`config.mk`:
```
export PLATFORM = sky130hd
export DESIGN_NAME = dbg_bus_master
export DESIGN_NICKNAME = d
export VERILOG_FILES = /design/src/rtl/dbg_bus_master_pkg.sv /design/src/rtl/dbg_bus_master.sv
export SDC_FILE = /design/constraint.sdc
export NUM_CORES = 1
export LEC_CHECK = 0
export BUFFER_PORTS_ARGS = -buffer_cell sky130_fd_sc_hd__buf_4
export CAP_MARGIN = 25
export CORE_ASPECT_RATIO = 0.7
export CORE_UTILIZATION = 50
export CTS_CLUSTER_DIAMETER = 200
export DETAILED_ROUTE_END_ITERATION = 7
export PLACE_DENSITY = 0.76
export SLEW_MARGIN = 10
export SYNTH_ARGS = -nofsm -noshare
export SYNTH_HDL_FRONTEND = slang
export SYNTH_SLANG_ARGS = --single-unit
export TNS_END_PERCENT = 30
```
`constraint.sdc`:
```
create_clock -name clk -period 5.2 [get_ports clk]
set_clock_uncertainty 0.15 [all_clocks]
set_input_delay 1.04 -clock clk [delete_from_list [all_inputs] [get_ports clk]]
set_output_delay 1.04 -clock clk [all_outputs]
set_load 0.005 [all_outputs]
```
`src/rtl/dbg_bus_master_pkg.sv`:
```
// dbg_bus_master shared definitions
// opcodes, reply codes and FSM states
package dbg_bus_master_pkg;

   localparam logic [7:0] OP_WR   = 8'h57;
   localparam logic [7:0] OP_RD   = 8'h52;
   localparam logic [7:0] RSP_ACK = 8'h4B;
   localparam logic [7:0] RSP_BAD = 8'h3F;
   localparam logic [7:0] RSP_ALN = 8'h41;

   typedef enum logic [2:0] {
      ST_IDLE,
      ST_ADDR,
      ST_DATA,
      ST_REQ,
      ST_RESP
   } state_e;

endpackage

```
`src/rtl/dbg_bus_master.sv`:
```
// Debug bus initiator: UART byte commands
// to single-word bus reads and writes
module dbg_bus_master
   import dbg_bus_master_pkg::*;
#(
   parameter int unsigned TIMEOUT_CYCLES = 1_000_000
) (
   input  logic        clk,
   input  logic        sys_rstn,
   input  logic        rx_valid,
   input  logic [7:0]  rx_data,
   output logic [7:0]  tx_data,
   output logic        tx_valid,
   input  logic        tx_ready,
   output logic        bus_req,
   input  logic        bus_gnt,
   output logic [31:0] Addr,
   output logic [31:0] WD,
   output logic        WE,
   input  logic [31:0] RD,
   output logic        busy,
   output logic        err_overrun
);

   localparam int unsigned TW = $clog2(TIMEOUT_CYCLES + 1);
   localparam logic [TW-1:0] TO_LAST = TW'(TIMEOUT_CYCLES - 1);

   state_e        state;
   logic          is_wr;
   logic [1:0]    byte_cnt;
   logic [TW-1:0] to_cnt;
   logic [31:0]   addr_sr;
   logic [31:0]   data_sr;
   logic [31:0]   resp_sr;
   logic [1:0]    resp_left;

   logic [31:0]   addr_nx;
   logic [31:0]   data_nx;
   logic          last_byte;

   // incoming byte shifted into whichever field is being collected
   assign addr_nx = (state == ST_ADDR) ? {addr_sr[23:0], rx_data} : addr_sr;
   assign data_nx = (state == ST_DATA) ? {data_sr[23:0], rx_data} : data_sr;
   assign last_byte = (byte_cnt == 2'd3) &&
                      ((state == ST_DATA) ||
                       ((state == ST_ADDR) && !is_wr));

   // write strobe only exists in the granted access cycle
   assign WE   = bus_req & bus_gnt & is_wr;
   assign busy = (state != ST_IDLE);

   // command parser, bus request and response sequencer
   always_ff @(posedge clk or negedge sys_rstn) begin
      if (!sys_rstn) begin
         state     <= ST_IDLE;
         is_wr     <= 1'b0;
         byte_cnt  <= 2'd0;
         to_cnt    <= '0;
         addr_sr   <= 32'd0;
         data_sr   <= 32'd0;
         resp_sr   <= 32'd0;
         resp_left <= 2'd0;
         tx_data   <= 8'd0;
         tx_valid  <= 1'b0;
         bus_req   <= 1'b0;
         Addr      <= 32'd0;
         WD        <= 32'd0;
      end else begin
         unique case (state)
            ST_IDLE: begin
               if (rx_valid) begin
                  is_wr    <= (rx_data == OP_WR);
                  byte_cnt <= 2'd0;
                  to_cnt   <= '0;
                  if (rx_data == OP_WR || rx_data == OP_RD) begin
                     state <= ST_ADDR;
                  end else begin
                     tx_data   <= RSP_BAD;
                     tx_valid  <= 1'b1;
                     resp_left <= 2'd0;
                     state     <= ST_RESP;
                  end
               end
            end
            ST_ADDR, ST_DATA: begin
               if (rx_valid) begin
                  to_cnt   <= '0;
                  byte_cnt <= byte_cnt + 2'd1;
                  addr_sr  <= addr_nx;
                  data_sr  <= data_nx;
                  if (last_byte) begin
                     if (addr_nx[1:0] != 2'b00) begin
                        tx_data   <= RSP_ALN;
                        tx_valid  <= 1'b1;
                        resp_left <= 2'd0;
                        state     <= ST_RESP;
                     end else begin
                        Addr    <= addr_nx;
                        if (is_wr) WD <= data_nx;
                        bus_req <= 1'b1;
                        state   <= ST_REQ;
                     end
                  end else if (state == ST_ADDR && byte_cnt == 2'd3) begin
                     state <= ST_DATA;
                  end
               end else if (to_cnt == TO_LAST) begin
                  state <= ST_IDLE;
               end else begin
                  to_cnt <= to_cnt + TW'(1);
               end
            end
            ST_REQ: begin
               if (bus_gnt) begin
                  bus_req  <= 1'b0;
                  tx_valid <= 1'b1;
                  state    <= ST_RESP;
                  if (is_wr) begin
                     tx_data   <= RSP_ACK;
                     resp_left <= 2'd0;
                  end else begin
                     tx_data   <= RD[31:24];
                     resp_sr   <= {RD[23:0], 8'd0};
                     resp_left <= 2'd3;
                  end
               end
            end
            ST_RESP: begin
               if (tx_ready) begin
                  if (resp_left != 2'd0) begin
                     tx_data   <= resp_sr[31:24];
                     resp_sr   <= {resp_sr[23:0], 8'd0};
                     resp_left <= resp_left - 2'd1;
                  end else begin
                     tx_valid <= 1'b0;
                     state    <= ST_IDLE;
                  end
               end
            end
            default: state <= ST_IDLE;
         endcase
      end
   end

   // sticky flag for bytes that arrive while a command is in flight
   always_ff @(posedge clk or negedge sys_rstn) begin
      if (!sys_rstn) begin
         err_overrun <= 1'b0;
      end else if (rx_valid && (state == ST_REQ || state == ST_RESP)) begin
         err_overrun <= 1'b1;
      end
   end

endmodule

```
==> metrics.yaml <==
status: "completed"
clock_sinks: 191
cts_root_buffer: "clkbuf_16"
hp-start: "resp_sr[31]"
min_period_over_period_pct: 62.0
port_buffers: 121
grt_util_met1_pct: 31.6
p_int_mw: 2.64
viasPerCell: 5.56
tightest_slew_ns: 0.976
crit_buf_inv: 2
worstHoldPathType: "reg2reg"
use_met2_pct: 32.4
seqPwrFrac_pct: 47.1
cpMaxStageDelayCell: "dfrtp_1"
worstSkewPairLatency_ns: 0.44
cp_top_family: "flip-flops"
yosysTopAreaCell: "dfrtp_1"
die_x_um: 160
fin_nets: 928
clkPwrFrac_pct: 34.5
antennaDiodeCount: 0
layout_commonest_cell: "dfrtp_1"
die_height_um: 112
antenna_left: 0
finalSetupTns_ns: 0
p_leak_nw: 4.75
drt_iter0_markers: 360
grt_use_total_pct: 22.0
p_sw_mw: 1.12
drive_gt1_share_pct: 27.5
grt_pass1_vias: 6165
ctsHoldBuffers: 0
gp_congestion: 0.859
drv_cap: 0
crit_chain: "nor3_1 -> inv_1 -> buf_4"
yosysSeqAreaShare_pct: 55.0
cp-start-kind: "flip-flop"
timing.rr.end: "Addr[9]"
comb_power_share_pct: 18.3
routedWlPerCell_um: 16.6
synth_seq_cells: 191
grt_busiest_layer: "met2"
syn_nets: 827
cpPeakStageDelay_ns: 0.71
post-cts-setup-buffers: 0
min_delay_worst_endpoint: "resp_sr[31]"
clock.fmax_mhz: 310
relSlewSlack_pct: 34.9
cts_tree: "done"
ys_warn_count: 0
synth_top_area_share_pct: 55.0
start_util_pct: 52.2
netlist_top_cells_area: "dfrtp_1 (55%), mux2i_1 (9.8%), mux2_2 (8.4%)"
synth-edff-count: 0
finalCriticalPeriod_ns: 3.23
switching_share_pct: 29.9
setup.worst_path.start: "state[1]"
syn_area_per_cell_um2: 11.1
wl_mm: 18.6
hpwlAfterDp_mm: 12.4
dieArea_mm2: 0.0179
vdd_ir_drop_max_uv: 186
crit_fanout: 27
num_vias: 6213
io_pins: 122
regToRegStartpoint: "state[0]"
grt_pass1_wl_mm: 31.0
grt_use_met3_pct: 6.25
grt_max_degree: 102
antenna_found_initial: 0
fp-row-count: 39
slew_viol_final: 0
core_mm2: 0.0166
p_per_area_mw_per_mm2: 362
hold_viol_final: 0
ctsResizeCount: 0
netlist_instances: 779
overflow: 0
firstDrtPassIters: 4
path_clk_slew_ns: 0.07
ys_types: 61
synthFlopType: "dfrtp_1"
drc: 0
clk_path_buf_depth: 2
whs_path_depth: 2
crit_type: "reg2out"
cp_data_required_time_ns: 4.01
layout_common_cells: "dfrtp_1 (191), buf_4 (128), a21oi_1 (86), mux2i_1 (85), nor2_1 (78)"
syn_to_final_growth_pct: 19.8
rrSetupSlack_ns: 2.02
whs_ns: 0.327
syn-cell-area_mm2: 0.00868
synthArstFlopShare_pct: 100
finalSetupViolations: 0
rsz0062_at_grt: "no"
reg2regPathDepth: 7
htreeDepth: 4
crit_arrival_ns: 2.04
cp-end-kind: "primary output"
cts_buffers: 17
## worst max-delay path by stage
stage | to | slack, ns | depth (start not counted)
floorplan | state[0] | 2.48 | 7
global placement | Addr[9] | 1.81 | 6
detailed placement | Addr[9] | 2.06 | 7
CTS | busy | 1.99 | 3
global route | WD[16] | 1.77 | 7
finish | busy | 1.97 | 3
## layout make-up
class                   count  area [um^2]
clock buffers              18          439
clock inverters            14          148
fillers                  1365         6240
inverters                  14         52.6
multi-input cells         525         3680
flip-flops and latches    191         4780
well taps                 225          282
repair buffers            131         1020
## Yosys cell counts, types with 2 or more instances
| cell type | instances |
|---|---|
| mux2_2 | 65 |
| nor4_1 | 2 |
| nor3b_2 | 2 |
| o211ai_1 | 5 |
| a21oi_1 | 86 |
| buf_2 | 27 |
| inv_1 | 14 |
| ha_1 | 3 |
| dfrtp_1 | 191 |
| or3_1 | 6 |
| buf_4 | 2 |
| nor4_2 | 2 |
| o31ai_1 | 3 |
| a31o_2 | 2 |
| a31oi_1 | 8 |
| nor2_1 | 79 |
| a22o_1 | 9 |
| or4_1 | 4 |
| nor3b_1 | 3 |
| o32a_1 | 2 |
| clkbuf_1 | 18 |
| and3_1 | 2 |
| nor4b_1 | 2 |
| o21ai_0 | 38 |
| a311o_1 | 2 |
| nand3_1 | 12 |
| nor3_1 | 7 |
| nor2b_1 | 8 |
| nand4_1 | 5 |
| nand2b_1 | 5 |
| a21o_1 | 2 |
| nand2_1 | 46 |
| o22ai_1 | 5 |
| mux2i_1 | 85 |
## tightest hold or removal path, stage by stage (launching register included)
cell	delay, ns
dfrtp_1	0.34
nand2_1	0.05
o21ai_0	0.06
## cells by family (layout without fill, tap and decap cells)
group,Yosys count,count (layout),synth area share [%]
mux,151,151,18.4
flops,191,191,55.0
xor+xnor,1,1,0.101
buf+inv,63,177,3.21
simple gates,194,194,10.8
fa+ha+maj,3,3,0.432
compound gates,176,176,12.0
## routing by layer
layer	part of all wire (%)	vias up
li1	-	2985
met1	48	3071
met2	44	136
met3	6.1	21
met4	1.4	0
met5	0	-
## through the flow
stage / cells / cell area, um^2 / power [mW] / setup slack (ns) / utilization (%)
3_3_place_gp: 1085 / 9790 / 2.46 / 1.81 / 58.8
2_1_floorplan: 779 / 8680 / 2.22 / 2.48 / -
4_1_cts: 1118 / 10400 / 3.79 / 1.99 / 62.5
3_5_place_dp: 1086 / 9810 / 2.49 / 2.06 / 59.0
6_report: 1118 / 10400 / 3.76 / 1.97 / 62.5
5_1_grt: 1118 / 10400 / 3.94 / 1.77 / 62.5
## flip-flops by register name, summed over array words and instances, names as in the netlist, 2 cells and up
| register | flops |
|---|---|
| Addr | 32 |
| WD | 32 |
| addr_sr | 32 |
| data_sr | 32 |
| resp_sr | 24 |
| to_cnt | 20 |
| tx_data | 8 |
| state | 3 |
| byte_cnt | 2 |
| resp_left | 2 |
## power groups by stage
stage | logic, mW | registers, mW | clock network [mW]
finish | 0.689 | 1.77 | 1.30
floorplan | 0.478 | 1.74 | 0
CTS | 0.694 | 1.77 | 1.32
global placement | 0.670 | 1.79 | 0
detailed placement | 0.690 | 1.80 | 0
global route | 0.759 | 1.80 | 1.38
Power figures use the tool's default switching activity.
